### src/rtl/pipe_skid_latch.sv
// pipe_skid_latch: valid/ready pipeline latch with a one-entry skid buffer, flush bubble injection
// and saturating stall/drop counters.
module pipe_skid_latch #(
  parameter int WIDTH = 64,
  parameter logic [WIDTH-1:0] NOP_VALUE = '0,
  parameter int CNT_W = 16
)(
  input  logic             CLK,
  input  logic             RST,
  input  logic             flush,
  input  logic             in_valid,
  output logic             in_ready,
  input  logic [WIDTH-1:0] in_data,
  output logic             out_valid,
  input  logic             out_ready,
  output logic [WIDTH-1:0] out_data,
  output logic [CNT_W-1:0] stall_cnt,
  output logic [CNT_W-1:0] drop_cnt
);
  typedef enum logic [1:0] {EMPTY, ONE, TWO} state_t;
  state_t state, state_nx;
  logic [WIDTH-1:0] main_q, skid_q, main_nx, skid_nx;
  logic accept, take;
  logic [1:0] held;
  logic [CNT_W:0] drop_sum;
  assign in_ready  = state != TWO;
  assign out_valid = state != EMPTY;
  assign out_data  = out_valid ? main_q : NOP_VALUE;
  assign accept    = in_valid & in_ready;
  assign take      = out_valid & out_ready;
  assign held      = state == TWO ? 2'd2 : state == ONE ? 2'd1 : 2'd0;
  // an entry taken downstream during a flush is delivered, not dropped
  assign drop_sum  = {1'b0, drop_cnt} + (CNT_W+1)'(held) + (CNT_W+1)'(accept) - (CNT_W+1)'(take);
  always_comb begin
    state_nx = state;
    main_nx  = main_q;
    skid_nx  = skid_q;
    if (flush) state_nx = EMPTY;
    else case (state)
      EMPTY: if (accept) begin
        state_nx = ONE;
        main_nx  = in_data;
      end
      ONE: begin
        if (accept & take) main_nx = in_data;
        else if (accept) begin
          state_nx = TWO;
          skid_nx  = in_data;
        end else if (take) state_nx = EMPTY;
      end
      default: if (take) begin
        state_nx = ONE;
        main_nx  = skid_q;
      end
    endcase
  end
  always_ff @(posedge CLK) begin
    main_q <= main_nx;
    skid_q <= skid_nx;
    if (RST) begin
      state     <= EMPTY;
      stall_cnt <= '0;
      drop_cnt  <= '0;
    end else begin
      state <= state_nx;
      if (out_valid & ~out_ready & (stall_cnt != '1)) stall_cnt <= stall_cnt + CNT_W'(1);
      if (flush) drop_cnt <= drop_sum[CNT_W] ? '1 : drop_sum[CNT_W-1:0];
    end
  end
endmodule

### config.mk
export PLATFORM = sky130hd
export DESIGN_NAME = pipe_skid_latch
export DESIGN_NICKNAME = d
export VERILOG_FILES = /design/src/rtl/pipe_skid_latch.sv
export SDC_FILE = /design/constraint.sdc
export NUM_CORES = 1
export LEC_CHECK = 0
export CORE_MARGIN = 2
export CORE_UTILIZATION = 49
export CTS_BUF_LIST = sky130_fd_sc_hd__clkbuf_8
export DETAILED_ROUTE_END_ITERATION = 12
export PLACE_DENSITY = 0.83
export SLEW_MARGIN = 10
export SYNTH_ARGS = -nofsm -noshare
export SYNTH_HDL_FRONTEND = slang
export SYNTH_SLANG_ARGS = --single-unit
### constraint.sdc
create_clock -name CLK -period 19.3 [get_ports CLK]
set_input_delay 1.93 -clock CLK [delete_from_list [all_inputs] [get_ports CLK]]
set_output_delay 1.93 -clock CLK [all_outputs]
set_load 0.01 [all_outputs]
# --- Word level (Yosys, flattened, before mapping) ---
# Index checks and enable logic that the tools add are counted.
word_totals:
  ff_bits: 162
  mem_bits_ro: 0
  latchBits: 0
  ramBits: 0
  memories: 0
op_classes:
  n_reduce_logical: 7
  n_addsub: 4
  mux: 14
  div: 0
  bitwise: 8
  magnitude_cmp: 0
  shifts: 0
  eq_ne: 8
  n_mul: 0
ops:
  columns: ["operator", "count"]
  rows:
  - ["64-bit 2-to-1 mux", 4]
  - ["64-bit one-hot mux with 2 select lines", 1]
  - ["16-bit by 2-bit adder with 17-bit output", 1]
  - ["17-bit by 1-bit adder with 17-bit output", 1]
  - ["17-bit by 1-bit subtractor with 17-bit output", 1]
  - ["16-bit by 1-bit adder with 16-bit output (second input constant)", 1]
  - ["16-bit 2-to-1 mux", 1]
  - ["16-bit != test (second input constant)", 1]
  - ["2-bit 2-to-1 mux", 6]
  - ["4-bit AND reduction", 3]
  - ["2-bit != test (second input constant)", 3]
  - ["1-bit bitwise AND", 5]
  - ["2-bit one-hot mux with 2 select lines", 1]
  - ["3-bit != test (second input constant)", 1]
  - ["1-bit NOT", 3]
  - ["3-bit nonzero test", 1]
  - ["2-bit by 1-bit == test with 1-bit output (second input constant)", 1]
  - ["2-bit == test (second input constant)", 1]
  - ["2-bit zero test", 1]
  - ["2-bit by 1-bit != test with 1-bit output (second input constant)", 1]
  - ["2-bit nonzero test", 1]
  - ["2-bit OR reduction", 1]
  - ["1-bit 2-to-1 mux", 1]

# --- Longest topological paths before layout ---
# Gate-level depths: netlist (run 1).
logic_depth:
  word_depth: 7
  mapped_depth: 14

# --- Worst setup path after synthesis (run 1) ---
# OpenSTA, ideal clock, no wires.
synth_path:
  path_kind: "in2reg"
  start: "in out_ready"
  end: "reg skid_q[0], enable pin"
  cell_stages: 3
  arrival_time_ns: 8.924
  required_ns: 18.633
  n_path_buf: 0
  slack_ns: 9.710
  setup_time_ns: 0.667
  path_cell_list: "and2_1 -> ha_1 -> nor4b_1"
synth_via:
  elab_chain_cells: 4
synth_lines:
  columns: ["element", "line", "rtl"]
  rows:
  - ["start: declaration", "15", "input logic out_ready,"]
  - ["1-bit bitwise AND", "30", "assign take = out_valid & out_ready;"]
  - ["1-bit bitwise AND", "45", "if (accept & take) main_nx = in_data;"]
  - ["1-bit NOT (no line)", null, null]
  - ["4-bit AND reduction (no line)", null, null]
  - ["end signal: assignment", "59", "skid_q <= skid_nx;"]
  - ["end: declaration", "22", "logic [WIDTH-1:0] main_q, skid_q, main_nx, skid_nx;"]
# No other way between the ends.
# A chain may end at the register's enable or synchronous reset.

# --- Worst setup path after layout (run 1) ---
layout_path:
  start: "reg state[1]"
  end: "out out_data[35]"
layout_via:
  elab_chain_cells: 2
layout_lines:
  columns: ["element", "line", "rtl"]
  rows:
  - ["start: declaration", "21", "state_t state, state_nx;"]
  - ["start signal: assignment", "65", "state <= state_nx;"]
  - ["2-bit nonzero test", "27", "assign out_valid = state != EMPTY;"]
  - ["64-bit 2-to-1 mux", "28", "assign out_data = out_valid ? main_q : NOP_VALUE;"]
  - ["end: declaration", "16", "output logic [WIDTH-1:0] out_data,"]
# No other way between the ends.

==> results of run 1 <==
[through the flow]
step | worst slack, ps | hold WS [ps] | std cells | util
global route | 13840 | 540 | 930 | 0.645
global placement | 13960 | 509 | 898 | 0.618
detailed placement | 13850 | 517 | 898 | 0.618
CTS | 14040 | 530 | 930 | 0.645
finish | 14160 | 528 | 930 | 0.645
floorplan | 9710 | 517 | 567 | -
[cells in the final DEF, fill, tap and decap left out, types with 3 or more instances in the layout]
master and n:
a211oi_1 9, bufinv_16 3, and2_1 66, xor2_1 18, clkbuf_8 17, nor2_1 41
inv_1 27, nand2b_1 6, clkdlybuf4s50_1 166, nand2_1 19, xnor2_1 8, nand3_1 10
nor2b_1 5, nand4_1 11, nor3_1 4, ha_1 20, and3_1 5, dfxtp_1 33
o21ai_0 9, a211oi_2 11, clkinv_4 3, buf_4 4, mux2_2 64, a21oi_1 12
edfxtp_1 128
[worst max path at each step]
stage | startpoint | end | slack, ps | cells after the start
finish | state[1] | out_data[35] | 14160 | 4
global route | state[1] | out_data[29] | 13840 | 4
floorplan | out_ready | skid_q[0] | 9710 | 3
CTS | state[1] | out_data[54] | 14040 | 4
global placement | out_ready | drop_cnt[0] | 13960 | 11
detailed placement | out_ready | drop_cnt[3] | 13850 | 11
[critical path, cell delays in order (launching register included)]
cell and delay, ps:
dfxtp_2 310, buf_4 670, or2_2 940, and2_1 240, clkdlybuf4s50_1 580
[where the power goes]
part | internal [W] | switching, W
Clock | 0.000127 | 0.000124
Sequential | 0.000395 | 0.0000121
Combinational | 0.000122 | 0.000138
Total | 0.000644 | 0.000274
[registers in the layout (all words and copies together) (netlist names)]
register	flops
main_q	64
state	2
drop_cnt	16
skid_q	64
stall_cnt	16
[area by class of cell]
type                       instances  area, um^2  area share
clock buffer                      17         234      0.0241
clock inverter                    15         168      0.0173
inverter                          24        90.1     0.00930
multi-input combinational        354        2750       0.284
sequential                       162        4530       0.467
tap                              188         235      0.0243
timing repair buffer             170        1690       0.175
[logic make-up after synthesis]
group | Yosys count
simple gates | 177
compound gates | 63
mux | 66
xor+xnor | 26
flops | 162
fa+ha+maj | 22
buf+inv | 51
[metal layers]
layer,share of wire,global-route usage
met1,0.40,0.228
met3,0.090,0.0879
met5,0,0
met4,0.014,0.0633
met2,0.50,0.334
==> impl_results.md, run 1 <==
* Critical Path RT at 17,370 ps
* Rel. slew slack at 0.247
* Clock Sinks at 162
* Status: complete, no violations
* Antenna violations before repair at 0
* Htree depth at 4
* F_max at 195 MHz
* Mux contribution to synthesized area at 0.101
* Total routed wirelength at 15.8 mm
* Worst setup EP type: primary output
* RSZ-0062 raised after global routing: false
* Core area at 0.0150 mm^2
* Post-CTS Resized at 0
* Synth warn at 0
* DRT antenna net count at 0
* Clock slew at reported path FFs at 80 ps
* Syn_area_per_cell at 13.2 um^2
* GRT Resource Usage Total at 0.198
* Area Growth Syn to Fin at 29.7%
* P per Cell Area at 94.7 mW/mm^2
* Max VDD drop at 0.0464 mV
* Die H at 127 um
* GP Congestion at 0.908
* Min-delay src: drop_cnt[0]
* Starting Density at 0.497
* Synth Flop Type: edfxtp_1
* Ports at 167
* Count leader, synth: edfxtp_1
* Postcts setup bufs at 0
* Final setup vio count at 0
* Root buffer cell: clkbuf_8
* Clock Tree Buf Depth at 2
* Vias at 4,990
* CTS Buf Count at 17
* FF+latch count, synth at 162
* Yosys top cell by area: edfxtp_1
* Full die area at 0.0163 mm^2
* Startpoint Class: flop
* Max Cap Viol at 0
* Final Power at 0.000918 W
* CTS tree: done
* Worst Hold Class: flop to flop
* Post-synth cell types at 50
* Most instantiated cells after synthesis: 128 x edfxtp_1, 66 x and2_1, 64 x mux2_2
* Grt total ovfl at 0
* Vias in the first global route at 5,184
* Compound-gate portion of the synthesized area at 0.0685
* Antenna fix cells at 0
* Synth top area share at 0.514
* DP Area at 0.00929 mm^2
* Async set or reset register ratio after synthesis at 0
* Final worst clock skew at 12.3 ps
* Reg2Reg Setup Slack at 14,260 ps
* Via/cell ratio at 5.37
* Syn_nets at 658
* Initial DRC Count at 287
* 1st-pass router iterations at 4
* Main area contributors after synthesis: edfxtp_1 51%, mux2_2 9.6%, dfxtp_1 9.1%, and2_1 5.5%, ha_1 3.3%
* Final net count at 820
* Finished layout cell area at 0.00969 mm^2
* Fin. max-slew vios at 0
* Post-cts hold buffer count at 0
* Sequential area share after synthesis at 0.605
* Worst Path Max Fanout at 70
* Post-Synthesis Cells at 567
* Final Cycle Share at 0.266
* Reg2Reg Depth at 12
* Largest family of logic cells by synthesized area: simple AND/OR/NAND/NOR gates
* Post-synthesis simple-gate area fraction at 0.128
* Clock latency on the worst-skew pair at 450 ps
* Pleak at 3.39 nW
* Post-synth EDFFs at 128
* FF-to-FF End: drop_cnt[3]
* Hpwl dp at 10.6 mm
* Synthesized area at 0.00747 mm^2
* Min Tclk post-route at 5140 ps
* Worst Setup Path Type: flop to primary output
* DR WL/cell at 17.0 um
* Post-Synth Adder-Cell Area at 0.0388
* Hold-critical path depth at 2
* Largest net degree at the start of global routing at 71
* Final hold viol count at 0
* Arrival @ worst endpoint at 3210 ps
* Global-route wire length before repair at 25.3 mm
* # port buffers at 166
* Core Rows at 45
* Worst r2r src: state[1]
* Synth Area in XOR/XNOR at 0.0305
* Layout cells sized above 1 at 0.162
* Actual slew at the worst max-slew pin at 1120 ps
* Hold Path End: drop_cnt[0]
* Fillers at 1,137
* Die W at 127 um
* Setup TNS at 0 ps
* Drc violations at 0
Power figures use the tool's default switching activity.
==> inputs of run 2 (changes only) <==
Settings changed: CORE_UTILIZATION 49 to 47.
Clock period 19.3 ns to 4.47 ns, I/O delays scaled along.
==> run 2 against run 1 <==
  * Clock power rose to 4.3 times the previous value
  * Combinational power rose to 4.3 times the previous value
  * Core utilization down 2.4 points
  * Design area up 0.62%
  * Wire length up 3.4%
  * Global-route usage down 0.14 points
  * Final cell count up 3.1%
  * Worst hold slack better by 8.7 ps
  * Setup slack worse by 14000 ps
  * Critical path type is now flop to flop
  * Critical endpoint is now drop_cnt[3]
  * Highest routed layer unchanged
==> impl_results.md, run 2 (same netlist as run 1, synthesis figures left out) <==
* Drc violations at 0
* Clock slew at reported path FFs at 90 ps
* Die H at 130 um
* Core Rows at 46
* Vias at 5,012
* Final worst clock skew at 16.0 ps
* Post-cts hold buffer count at 0
* GRT Resource Usage Total at 0.197
* Finished layout cell area at 0.00975 mm^2
* Gate power share at 0.283
* Actual slew at the worst max-slew pin at 1140 ps
* Max Cap Viol at 0
* Pleak at 3.39 nW
* Fin. max-slew vios at 0
* Sw frac at 0.309
* Hold-critical path depth at 2
* Critical Path RT at 4750 ps
* Worst setup EP type: flop
* Crit-path max cell delay at 580 ps
* Total internal power at 0.00275 W
* Slowest stage cell, crit path: mux2i_4
* Clock Tree Buf Depth at 2
* Die W at 130 um
* Top Registers: main_q: 64 flops, skid_q: 64 flops
* DP Area at 0.00935 mm^2
* Global-route wire length before repair at 25.6 mm
* DR WL/cell at 17.0 um
* Final Cycle Share at 0.883
* Net Switching at 0.00123 W
* Crit path cell chain: or2_2 > and2_1 > ha_1 > fa_1 > fa_1 > nand2b_1 > a211oi_2 > o21bai_1 > o21a_2 > mux2i_4 > a211oi_1
* Rel. slew slack at 0.239
* Full die area at 0.0169 mm^2
* 1st-pass router iterations at 5
* Clock latency on the worst-skew pair at 440 ps
* Hpwl dp at 11.0 mm
* GP Congestion at 0.879
* Ports at 167
* Final hold viol count at 0
* Part of the power in the clock network at 0.274
* Commonest non-fill, non-tap cell in the layout: clkdlybuf4s50_1
* Min Tclk post-route at 3950 ps
* Antenna violations before repair at 0
* Arrival @ worst endpoint at 4230 ps
* Layout cells sized above 1 at 0.170
* Reg2Reg Depth at 11
* Final setup vio count at 0
* Flop pwr share at 0.443
* Setup TNS at 0 ps
* CTS tree: done
* DRT antenna net count at 0
* Worst Path Max Fanout at 21
* Clock Sinks at 162
* # port buffers at 166
* Vias in the first global route at 5,135
* Max VDD drop at 0.283 mV
* Htree depth at 4
* RSZ-0062 raised after global routing: false
* Status: complete, no violations
* Starting Density at 0.476
* Startpoint Class: flop
* F_max at 253 MHz
* Post-CTS Resized at 0
* P per Cell Area at 407 mW/mm^2
* Most frequent CP cell: fa_1
* Worst Setup Path Type: flop to flop
* Postcts setup bufs at 0
* CTS Buf Count at 17
* Antenna fix cells at 0
* Worst Hold Class: flop to flop
* Core area at 0.0157 mm^2
* Via/cell ratio at 5.23
* Root buffer cell: clkbuf_8
* Largest net degree at the start of global routing at 67
* Area Growth Syn to Fin at 30.5%
* Final net count at 821
* Grt total ovfl at 0
* Initial DRC Count at 292
* Total routed wirelength at 16.3 mm
* Most frequent cells in the layout: 166 x clkdlybuf4s50_1, 128 x edfxtp_1, 66 x and2_1
-- run 2: area by class of cell --
class / count / area [um^2]
Fill cell: 1185 / 5960
Sequential cell: 162 / 4530
Multi-Input combinational cell: 354 / 2760
Timing Repair Buffer: 171 / 1700
Tap cell: 216 / 270
Clock buffer: 17 / 234
Clock inverter: 15 / 170
Inverter: 24 / 90.1
-- run 2: worst max-delay path: cells and delay by family (launching register included) --
kind | cells | cell delay, ps
muxes | 1 | 580
AOI/OAI and AO/OA | 4 | 780
DFF | 1 | 480
and+or+nand+nor | 3 | 780
adders and majority gates | 3 | 1170
-- run 2: power groups by stage --
stage | sequential (W) | combinational (W) | clock (W)
floorplan | 0.00180 | 0.000787 | 0
global placement | 0.00179 | 0.00110 | 0
detailed placement | 0.00179 | 0.00111 | 0
CTS | 0.00176 | 0.00112 | 0.00112
global route | 0.00177 | 0.00124 | 0.00118
finish | 0.00176 | 0.00112 | 0.00109
-- run 2: stage by stage --
| step | hold WS (ps) | util | power, W | setup slack (ps) | instances |
|---|---|---|---|---|---|
| detailed placement | 515 | 0.595 | 0.00291 | 453 | 927 |
| finish | 537 | 0.621 | 0.00397 | 521 | 959 |
| floorplan | 517 | - | 0.00259 | 198 | 567 |
| global route | 545 | 0.621 | 0.00419 | 336 | 959 |
| CTS | 529 | 0.621 | 0.00400 | 520 | 959 |
| global placement | 509 | 0.595 | 0.00288 | 548 | 927 |
-- run 2: worst paths after layout --
kind	startpoint	end	slack (ps)
max	state[1]	drop_cnt[3]	520
min	drop_cnt[0]	drop_cnt[0]	540
max reg2reg	state[1]	drop_cnt[3]	520
min reg2reg	drop_cnt[0]	drop_cnt[0]	540
-- run 2: per-layer routing --
metal	wire length, um	GRT usage
met3	1340	0.0779
met5	0	0
met2	8100	0.330
met1	6710	0.236
met4	165	0.0601
